[src/rtl/spi_seq_pkg.sv]
// Shared SPI sequencer definitions: FSM state encoding and default frame geometry.
// Also used by the shift engine so both sides agree on frame width.
package spi_seq_pkg;

   localparam int SPI_FRAME_SIZE_DEF = 8;
   localparam int SPI_CNT_WIDTH_DEF  = 16;

   typedef enum logic [2:0] {
      ST_IDLE   = 3'd0,
      ST_ACTIVE = 3'd1,
      ST_START  = 3'd2,
      ST_WAIT   = 3'd3,
      ST_PUSH   = 3'd4,
      ST_ABORTW = 3'd5
   } seq_state_t;

endpackage

[src/rtl/spi_xfer_seq.sv]
// Frame sequencer: TX FIFO pop -> shift engine launch (1 cycle later) -> RX FIFO push.
// Stalls in PUSH while rx_full (frames never dropped); waits in ACTIVE while tx_empty.
module spi_xfer_seq
   import spi_seq_pkg::*;
#(
   parameter int CFG_FRAME_SIZE = SPI_FRAME_SIZE_DEF,
   parameter int CFG_CNT_WIDTH  = SPI_CNT_WIDTH_DEF
) (
   input  logic                      pclk,
   input  logic                      aresetn,
   input  logic                      sresetn,
   input  logic                      cmd_go,
   input  logic                      cmd_abort,
   input  logic [CFG_CNT_WIDTH-1:0]  cfg_frames,
   input  logic                      cfg_rx_discard,
   input  logic [CFG_FRAME_SIZE-1:0] tx_data,
   input  logic                      tx_flag,
   input  logic                      tx_empty,
   output logic                      tx_read,
   input  logic                      rx_full,
   output logic                      rx_write,
   output logic [CFG_FRAME_SIZE-1:0] rx_data,
   output logic                      rx_flag,
   output logic                      fifo_flush,
   output logic                      xfer_start,
   output logic [CFG_FRAME_SIZE-1:0] xfer_txdata,
   input  logic                      xfer_done,
   input  logic [CFG_FRAME_SIZE-1:0] xfer_rxdata,
   output logic                      busy,
   output logic                      done,
   output logic                      rx_stall,
   output logic [CFG_CNT_WIDTH-1:0]  frames_left
);

   seq_state_t state, state_nxt;

   logic                      run_forever;
   logic [CFG_FRAME_SIZE-1:0] tx_hold;
   logic                      flag_hold;
   logic [CFG_FRAME_SIZE-1:0] rx_hold;

   logic load_cmd;
   logic latch_tx;
   logic latch_rx;
   logic cnt_step;
   logic end_ok;
   logic end_abort;
   logic last_frame;

   // frames_left <= 1 rather than == 1 so a zero count can never wrap.
   assign last_frame = !run_forever && (frames_left <= CFG_CNT_WIDTH'(1));

   assign xfer_txdata = tx_hold;
   assign rx_flag     = flag_hold;
   assign rx_data     = rx_hold;

   always_comb begin
      state_nxt  = state;
      tx_read    = 1'b0;
      xfer_start = 1'b0;
      rx_write   = 1'b0;
      rx_stall   = 1'b0;
      load_cmd   = 1'b0;
      latch_tx   = 1'b0;
      latch_rx   = 1'b0;
      cnt_step   = 1'b0;
      end_ok     = 1'b0;
      end_abort  = 1'b0;

      case (state)
         ST_IDLE: begin
            if (cmd_go) begin
               load_cmd  = 1'b1;
               state_nxt = ST_ACTIVE;
            end
         end
         ST_ACTIVE: begin
            if (cmd_abort) begin
               end_abort = 1'b1;
               state_nxt = ST_IDLE;
            end else if (!tx_empty) begin
               tx_read   = 1'b1;
               latch_tx  = 1'b1;
               state_nxt = ST_START;
            end
         end
         ST_START: begin
            // The launch goes out even on abort; ABORTW then drains the engine.
            xfer_start = 1'b1;
            state_nxt  = cmd_abort ? ST_ABORTW : ST_WAIT;
         end
         ST_WAIT: begin
            if (cmd_abort) begin
               if (xfer_done) begin
                  end_abort = 1'b1;
                  state_nxt = ST_IDLE;
               end else begin
                  state_nxt = ST_ABORTW;
               end
            end else if (xfer_done) begin
               latch_rx  = 1'b1;
               state_nxt = ST_PUSH;
            end
         end
         ST_PUSH: begin
            if (cmd_abort) begin
               end_abort = 1'b1;
               state_nxt = ST_IDLE;
            end else if (cfg_rx_discard || !rx_full) begin
               rx_write = !cfg_rx_discard;
               cnt_step = 1'b1;
               if (last_frame) begin
                  end_ok    = 1'b1;
                  state_nxt = ST_IDLE;
               end else begin
                  state_nxt = ST_ACTIVE;
               end
            end else begin
               rx_stall = 1'b1;
            end
         end
         ST_ABORTW: begin
            if (xfer_done) begin
               end_abort = 1'b1;
               state_nxt = ST_IDLE;
            end
         end
         default: state_nxt = ST_IDLE;
      endcase
   end

   always_ff @(posedge pclk or negedge aresetn) begin
      if (!aresetn) begin
         state       <= ST_IDLE;
         busy        <= 1'b0;
         done        <= 1'b0;
         fifo_flush  <= 1'b0;
         frames_left <= '0;
         run_forever <= 1'b0;
         tx_hold     <= '0;
         flag_hold   <= 1'b0;
         rx_hold     <= '0;
      end else if (!sresetn) begin
         state       <= ST_IDLE;
         busy        <= 1'b0;
         done        <= 1'b0;
         fifo_flush  <= 1'b0;
         frames_left <= '0;
         run_forever <= 1'b0;
         tx_hold     <= '0;
         flag_hold   <= 1'b0;
         rx_hold     <= '0;
      end else begin
         state      <= state_nxt;
         done       <= end_ok;
         fifo_flush <= end_abort;

         if (load_cmd) begin
            busy        <= 1'b1;
            frames_left <= cfg_frames;
            run_forever <= (cfg_frames == '0);
         end else if (end_abort) begin
            busy        <= 1'b0;
            frames_left <= '0;
         end else begin
            if (end_ok) begin
               busy <= 1'b0;
            end
            if (cnt_step && !run_forever && (frames_left != '0)) begin
               frames_left <= frames_left - CFG_CNT_WIDTH'(1);
            end
         end

         if (latch_tx) begin
            tx_hold   <= tx_data;
            flag_hold <= tx_flag;
         end
         if (latch_rx) begin
            rx_hold <= xfer_rxdata;
         end
      end
   end

endmodule

[config.mk]
export PLATFORM = sky130hd
export DESIGN_NAME = spi_xfer_seq
export DESIGN_NICKNAME = d
export VERILOG_FILES = /design/src/rtl/spi_seq_pkg.sv /design/src/rtl/spi_xfer_seq.sv
export SDC_FILE = /design/constraint.sdc
export NUM_CORES = 1
export LEC_CHECK = 0
export BUFFER_PORTS_ARGS = -buffer_cell sky130_fd_sc_hd__clkbuf_2
export CAP_MARGIN = 0
export CELL_PAD_IN_SITES_DETAIL_PLACEMENT = 0
export CELL_PAD_IN_SITES_GLOBAL_PLACEMENT = 1
export CORE_ASPECT_RATIO = 0.5
export CORE_MARGIN = 4
export CORE_UTILIZATION = 40
export CTS_CLUSTER_DIAMETER = 120
export DETAILED_ROUTE_END_ITERATION = 6
export PLACE_DENSITY = 0.93
export SLEW_MARGIN = 5
export SYNTH_ARGS = -nofsm -noshare
export SYNTH_HDL_FRONTEND = slang
export SYNTH_SLANG_ARGS = --single-unit
[constraint.sdc]
create_clock -name pclk -period 5.3 [get_ports pclk]
set_input_delay 0 -clock pclk [delete_from_list [all_inputs] [get_ports pclk]]
set_output_delay 0 -clock pclk [all_outputs]
set_load 0.01 [all_outputs]
==> results.md, run 1 <==
* Run status: finished clean
* Die X-Extent at 118 um
* Post-layout power at 0.00122 W
* Capture instance of the worst register-to-register path: frames_left[5]$_DFFE_PN0P_
* Critical path fanouts, max at 14
* Count of pins over their slew limit at 0
* Time the worst path needs with I/O delays and setup at 2.65 ns
* Max-cap violations at 0
* I/O pins at 82
* Port Buffers at 81
* Via count of the first global-routing pass at 2452
* Most frequently used cell type in the post-synthesis netlist: sky130_fd_sc_hd__dfrtp_1
* Avg WL per Cell at 16.4 um
* Power density relative to cell area at 371 nW/um^2
* Syn Area/Cell at 9.16 sq um
* Final period util at 50.0%
* Share of synthesized area occupied by flip-flops and latches at 41.7%
* Layout cell share with drive strength beyond 1 at 28.8%
* Path type of the worst setup path: register to register
* Yosys warning total at 0
* Hold Path Depth at 3
* Core Region at 5630 sq um
* Placed insts at 403
* Crit Reg-Reg Startpoint: state[2]$_DFFE_PN0P_
* Global-route congestion overflow total at 0
* Detailed-placement wirelength estimate at 4850 um
* Nets@finish at 404
* Worst min-delay path startpoint: xfer_rxdata[2]
* Length in cells of the worst reg-to-reg path at 5
* Buffers inserted during post-CTS setup optimization at 0
* Top cells by area, synth: sky130_fd_sc_hd__dfrtp_1 (42%), sky130_fd_sc_hd__a21oi_1 (4.8%), sky130_fd_sc_hd__mux2i_1 (4.2%)
* Number of vias per cell after detailed routing at 5.69
* Top cell types by occurrence after synthesis: sky130_fd_sc_hd__dfrtp_1 (40), sky130_fd_sc_hd__a21oi_1 (23), sky130_fd_sc_hd__nand2_1 (23)
* Async set-reset flop share out of synthesis at 100%
* Post-route antenna net violation count at 0
* Mapped Nets at 306
* Total Neg Setup Slack at 0 ns
* Routed wire length at 7100 um
* Number of standard cells in the layout, taps in and fillers out at 434
* CTS tree: done
* Maximum clock frequency at 377 MHz
* Netlist Area Pre-Place at 2400 sq um
* Classification of the worst-slack hold path: input port to register
* Finished Core Util at 58.3%
* R2R setup slack at 2.65 ns
* Setup repair after global routing missed its margin: false
* Routed vias at 2468
* Number of storage elements in the synthesis netlist at 40
* Clock transition at path regs at 0.06 ns
* Clock latency at the later pin of the worst-skew pair at 0.28 ns
* Gr usage total at 19.5%
* Required time at the worst-slack endpoint at 5.47 ns
* Number of instances in the synthesized netlist at 262
* Max Clock Skew at 0.00208 ns
* Number of buffers created by CTS at 5
* Share of Yosys cell area claimed by the top area cell type at 41.7%
* Final setup fails at 0
* Most used flip-flop cell after synthesis: sky130_fd_sc_hd__dfrtp_1
* Worst-case clock buffer depth at 2
* Worst EP arrival at 2.82 ns
* Inserted Diodes at 0
* Largest area contributor in the netlist: sky130_fd_sc_hd__dfrtp_1
* Distinct cells, synth at 53
* Final Hold Viols at 0
* Remaining routing DRC violations at 0
* Hold-fix buffers at CTS at 23
* Area of the die at 7380 sq um
* Leakage dissipation at 1.56 nW
* CTS sink count at 40
* Starting DRT DRC Count at 208
* Wire length of the first global-routing pass at 12000 um
* Clock tree root buffer cell: sky130_fd_sc_hd__clkbuf_16
* Post-CTS sizing at 0
* RD Place Congestion at 0.820
* Number of enable-type register cells in the synthesized netlist at 0
* Synthesis-to-finish area growth at 36.9%
* Critical Path End Type: register
* Die Y-Extent at 62.8 um
* Kind of launch point of the worst setup path: register
* Initial Util at 42.6%
* Placement row count at 19
* Hold worst-path end: rx_data[2]$_DFFE_PN0P_
* H-Tree Level Count at 2
* Worst slew slack as a fraction of its limit at 29.3%
* Worst Max-Slew Pin Slew at 1.06 ns
* Largest net degree at the start of global routing at 41
* Worst vdd rail ir drop at 0.153 mV
* Number of antenna violations at the first check in global routing at 0
* Detailed-router iteration count before antenna repair at 4
[worst max-delay path, cell delays in order, from the launching register on]
cell	delay [ns]
sky130_fd_sc_hd__dfrtp_1	0.57
sky130_fd_sc_hd__or4b_4	0.54
sky130_fd_sc_hd__a211o_1	0.36
sky130_fd_sc_hd__nor2_1	0.67
sky130_fd_sc_hd__a31oi_1	0.17
sky130_fd_sc_hd__o22a_1	0.23
[power breakdown]
part	switching, W	internal [W]	total, W
registers	0.0000525	0.000338	0.000390
logic	0.000217	0.000164	0.000380
clock network	0.000128	0.000318	0.000446
total	0.000398	0.000820	0.00122
[layer usage]
metal	global-route usage [%]	share of wire [%]	vias up
li1	-	-	1179
met1	23.9	43	1187
met2	34.0	50	83
met3	4.16	5.5	19
met4	7.15	2.2	0
met5	0	0	-
[worst max-delay path by stage]
stage	to	start	slack, ns
final	frames_left[5]$_DFFE_PN0P_	state[2]$_DFFE_PN0P_	2.65
after global routing	frames_left[4]$_DFFE_PN0P_	frames_left[0]$_DFFE_PN0P_	2.52
after CTS	frames_left[5]$_DFFE_PN0P_	state[1]$_DFFE_PN0P_	2.68
after detailed placement	frames_left[5]$_DFFE_PN0P_	state[2]$_DFFE_PN0P_	2.70
after global placement	frames_left[5]$_DFFE_PN0P_	state[1]$_DFFE_PN0P_	2.69
after floorplan	frames_left[2]$_DFFE_PN0P_	frames_left[0]$_DFFE_PN0P_	3.15
[metrics by stage]
stage | area, sq um | setup slack (ns) | hold slack (ns)
finish | 3280 | 2.65 | 0.00396
global route | 3280 | 2.52 | 0.00122
CTS | 3280 | 2.68 | 0.00364
detailed placement | 2840 | 2.70 | 0.239
global placement | 2840 | 2.69 | 0.226
floorplan | 2400 | 3.15 | -0.296
[placed cells by master (no fill, tap or decap), types with 5 or more instances in the layout]
master	instances
sky130_fd_sc_hd__clkbuf_2	81
sky130_fd_sc_hd__a21boi_0	10
sky130_fd_sc_hd__dlygate4sd3_1	23
sky130_fd_sc_hd__clkbuf_16	5
sky130_fd_sc_hd__nor2_1	12
sky130_fd_sc_hd__inv_1	10
sky130_fd_sc_hd__a21oi_1	23
sky130_fd_sc_hd__mux2i_1	10
sky130_fd_sc_hd__o21ai_0	5
sky130_fd_sc_hd__nor2b_1	12
sky130_fd_sc_hd__nor4_1	8
sky130_fd_sc_hd__nand2_1	23
sky130_fd_sc_hd__dfrtp_1	40
sky130_fd_sc_hd__a31o_2	6
sky130_fd_sc_hd__nand3_1	16
sky130_fd_sc_hd__and3_1	5
[flip-flops by register name (all words and copies together) (netlist names)]
name / flops
done: 1
rx_flag: 1
xfer_txdata: 8
busy: 1
state: 3
frames_left: 16
fifo_flush: 1
rx_data: 8
run_forever: 1
[cell families after synthesis]
kind of cell,Yosys count,synth area share [%]
DFF,40,41.7
adders and majority gates,2,1.04
and+or+nand+nor,106,24.6
AOI/OAI and AO/OA,80,24.2
muxes,10,4.17
buffers and inverters,24,4.28
[cell type report]
class	count	area (sq um)
tap	73	91.3
multi-input combinational	198	1300
inverter	10	37.5
clock inverter	3	90.1
sequential	40	1000
clock buffer	5	125
fill	501	2350
timing repair buffer	105	643
No activity file was read; power rests on OpenSTA's default activity.
==> inputs of run 2 (changes only) <==
--- a/config.mk
+++ b/config.mk
@@ -11,10 +11,10 @@
 export CELL_PAD_IN_SITES_GLOBAL_PLACEMENT = 1
 export CORE_ASPECT_RATIO = 0.5
 export CORE_MARGIN = 4
-export CORE_UTILIZATION = 40
+export CORE_UTILIZATION = 37
 export CTS_CLUSTER_DIAMETER = 120
 export DETAILED_ROUTE_END_ITERATION = 6
-export PLACE_DENSITY = 0.93
+export PLACE_DENSITY = 0.87
 export SLEW_MARGIN = 5
 export SYNTH_ARGS = -nofsm -noshare
 export SYNTH_HDL_FRONTEND = slang
==> constraint.sdc (replaced) <==
create_clock -name pclk -period 2.45 [get_ports pclk]
set_input_delay 0 -clock pclk [delete_from_list [all_inputs] [get_ports pclk]]
set_output_delay 0 -clock pclk [all_outputs]
set_load 0.01 [all_outputs]
==> run 2 against run 1 <==
  * First-iteration DRC count decreased by 31%
  * Global-route usage decreased by 1.5 points
  * Sequential share of layout area down 0.16 points
  * Via count is 0.16% higher
  * Total power rose by 100%
  * Critical path type unchanged
  * Cell count increased by 5.1%
  * Combinational power up 140%
  * Register-to-register slack lost 2.5 ns
  * Non-clock buffer count grew 7
  * Worst hold slack worse by 0.0031 ns
  * Sequential power increased by 110%
==> results.md, run 2 (synthesis gave the netlist of run 1 again) <==
* Run status: finished clean
* R2R setup slack at 0.17 ns (-2.48 ns)
* Synthesis-to-finish area growth at 37.6%
* Remaining routing DRC violations at 0 (unchanged)
* Launching element of the worst setup path: state[1]$_DFFE_PN0P_
* Time the worst path needs with I/O delays and setup at 2.28 ns (-0.371 ns)
* Routed vias at 2472 (+0.16%)
* Final Hold Viols at 0 (unchanged)
* Sequential Power Share at 33.5% (+1.4 points)
* Path type of the worst setup path: register to register
* Classification of the worst-slack hold path: input port to register
* Gr usage total at 18.0% (-1.5 points)
* Via count of the first global-routing pass at 2396 (-2.3%)
* Clock network power share at 30.5% (-6.2 points)
* Switching power at 0.000870 W (+120%)
* H-Tree Level Count at 2 (unchanged)
* Post-route antenna net violation count at 0 (unchanged)
* Number of antenna violations at the first check in global routing at 0 (unchanged)
* Pre-CTS setup slack at 0.198 ns (-2.50 ns)
* Die Y-Extent at 64.9 um (+3.5%)
* I/O pins at 82 (unchanged)
* Number of vias per cell after detailed routing at 5.42 (-4.7%)
* Maximum clock frequency at 438 MHz (+16%)
* Initial Util at 38.8% (-3.8 points)
* Number of flip-flops under the largest register name at 16 (unchanged)
* CTS sink count at 40 (unchanged)
* Required time at the worst-slack endpoint at 2.65 ns (-2.82 ns)
* Clock latency at the later pin of the worst-skew pair at 0.28 ns (about the same)
* Largest net degree at the start of global routing at 41 (unchanged)
* Starting DRT DRC Count at 143 (-31%)
* Worst vdd rail ir drop at 0.277 mV (+82%)
* Routed wire length at 6970 um (-1.8%)
* Worst EP arrival at 2.48 ns (-0.34 ns)
* Leakage dissipation at 1.57 nW (+0.99%)
* Setup repair after global routing missed its margin: false
* Placement row count at 20 (+1)
* Worst slew slack as a fraction of its limit at 31.0% (+1.7 points)
* Critical path fanouts, max at 16 (+2)
* Final setup fails at 0 (unchanged)
* Total Neg Setup Slack at 0 ns (unchanged)
* Buffers inserted during post-CTS setup optimization at 0 (unchanged)
* Number of buffers created by CTS at 5 (unchanged)
* Worst-case clock buffer depth at 2 (unchanged)
* Capture instance of the worst register-to-register path: frames_left[3]$_DFFE_PN0P_
* Least setup slack across all paths after layout at 0.169 ns (-2.48 ns)
* Register with the highest flop count: frames_left
* Most common library cell in the layout ignoring fill and taps: sky130_fd_sc_hd__clkbuf_2
* Clock transition at path regs at 0.06 ns (about the same)
* Crit Reg-Reg Startpoint: state[1]$_DFFE_PN0P_
* Detailed-router iteration count before antenna repair at 4 (unchanged)
* Clock tree root buffer cell: sky130_fd_sc_hd__clkbuf_16
* Relative contribution of combinational cells to total power at 36.0% (+4.7 points)
* CTS tree: done
* Critical Path End Type: register
* Power density relative to cell area at 754 nW/um^2 (+100%)
* Die X-Extent at 122 um (+3.7%)
* Final period util at 93.1% (+43 points)
* Core Region at 6180 sq um (+9.7%)
* Inserted Diodes at 0 (unchanged)
* Layout cell share with drive strength beyond 1 at 31.3% (+2.4 points)
* Wire length of the first global-routing pass at 11600 um (-3.5%)
* Worst Max-Slew Pin Slew at 1.04 ns (-0.0259 ns)
* Detailed-placement wirelength estimate at 4890 um (+0.71%)
* Int Power at 0.00162 W (+98%)
* Avg WL per Cell at 15.3 um (-6.6%)
* Top library cells by usage in the layout, fill and taps aside: sky130_fd_sc_hd__clkbuf_2 (81), sky130_fd_sc_hd__dfrtp_1 (40), sky130_fd_sc_hd__nand2_1 (23), sky130_fd_sc_hd__a21oi_1 (23), sky130_fd_sc_hd__dlygate4sd3_1 (19)
* Filler cells at 562 (+12%)
* Endpoint of the most critical setup path: frames_left[3]$_DFFE_PN0P_
* Length in cells of the worst reg-to-reg path at 5 (unchanged)
* Count of pins over their slew limit at 0 (unchanged)
* Switching Fraction at 35.0% (+2.3 points)
* Global-route congestion overflow total at 0 (unchanged)
* Nets@finish at 411 (+1.7%)
* Area of the die at 7920 sq um (+7.3%)
* Max Clock Skew at 0.00203 ns (-0.0000494 ns)
* RD Place Congestion at 0.889 (+8.4%)
* Max-cap violations at 0 (unchanged)
* Kind of launch point of the worst setup path: register
* Port Buffers at 81 (unchanged)
[run 2: changes by cell type in the layout (fill, tap and decap cells not counted)]
| cell | before | now |
|---|---|---|
| sky130_fd_sc_hd__buf_4 | 1 | 12 |
| sky130_fd_sc_hd__dlygate4sd3_1 | 23 | 19 |
| sky130_fd_sc_hd__clkinvlp_4 | 0 | 1 |
| sky130_fd_sc_hd__inv_6 | 0 | 1 |
| sky130_fd_sc_hd__bufinv_16 | 3 | 1 |
[run 2: layout make-up]
cell class              count  area (sq um)  share of cell area (%)
clock buffers               5           125                    3.79
clock inverters             3          46.3                    1.40
inverters                  10          37.5                    1.14
multi-input cells         198          1300                    39.3
flip-flops and latches     40          1000                    30.3
well taps                  88           110                    3.33
repair buffers            112           686                    20.8
[run 2: metal layers]
metal  share of wire (%)  GRT usage (%)  vias to the layer above
met4                0.73           4.05                        0
li1                    -              -                     1182
met3                 4.7           3.40                        5
met1                  42           22.6                     1218
met2                  52           32.3                       67
met5                   0              0                        -
[run 2: how the worst min path moves through the flow]
stage | startpoint | to | slack (ns) | depth (start not counted)
5_1_grt | xfer_rxdata[4] | rx_data[4]$_DFFE_PN0P_ | 0.01 | 3
2_1_floorplan | aresetn | busy$_DFFE_PN0P_ | -0.30 | 0
3_3_place_gp | aresetn | rx_data[4]$_DFFE_PN0P_ | 0.22 | 1
6_report | xfer_rxdata[1] | rx_data[1]$_DFFE_PN0P_ | 0.0009 | 3
3_5_place_dp | aresetn | rx_data[7]$_DFFE_PN0P_ | 0.25 | 1
4_1_cts | xfer_rxdata[1] | rx_data[1]$_DFFE_PN0P_ | 0.002 | 3
[run 2: repair_timing]
action | 4_1_cts | 5_1_grt
gates resized for setup | 0 | 0
hold endpoints to repair | 57 | 1
hold buffers | 18 | 1
[run 2: critical path: stages, from the launching register on]
cell and delay [ns]:
sky130_fd_sc_hd__dfrtp_1 0.38, sky130_fd_sc_hd__or4b_4 0.56, sky130_fd_sc_hd__a211o_1 0.38, sky130_fd_sc_hd__o2111ai_4 0.50, sky130_fd_sc_hd__o21ai_0 0.17, sky130_fd_sc_hd__a2bb2oi_1 0.20
[run 2: through the flow]
| step | hold WS, ns | total power [W] | instance area, sq um | utilization, % | std cells |
|---|---|---|---|---|---|
| after floorplan | -0.296 | 0.00138 | 2400 | - | 262 |
| after global placement | 0.222 | 0.00168 | 2940 | 47.6 | 429 |
| after detailed placement | 0.246 | 0.00170 | 2940 | 47.6 | 429 |
| after CTS | 0.00216 | 0.00250 | 3290 | 53.3 | 455 |
| after global routing | 0.0109 | 0.00264 | 3300 | 53.4 | 456 |
| final | 0.000905 | 0.00249 | 3300 | 53.4 | 456 |
[run 2: power by group through the flow]
stage / Combinational [W] / Sequential [W] / Clock (W)
after floorplan: 0.000521 / 0.000854 / 0
after global placement: 0.000845 / 0.000839 / 0
after detailed placement: 0.000857 / 0.000842 / 0
after CTS: 0.000886 / 0.000831 / 0.000783
after global routing: 0.000974 / 0.000848 / 0.000813
final: 0.000896 / 0.000834 / 0.000759
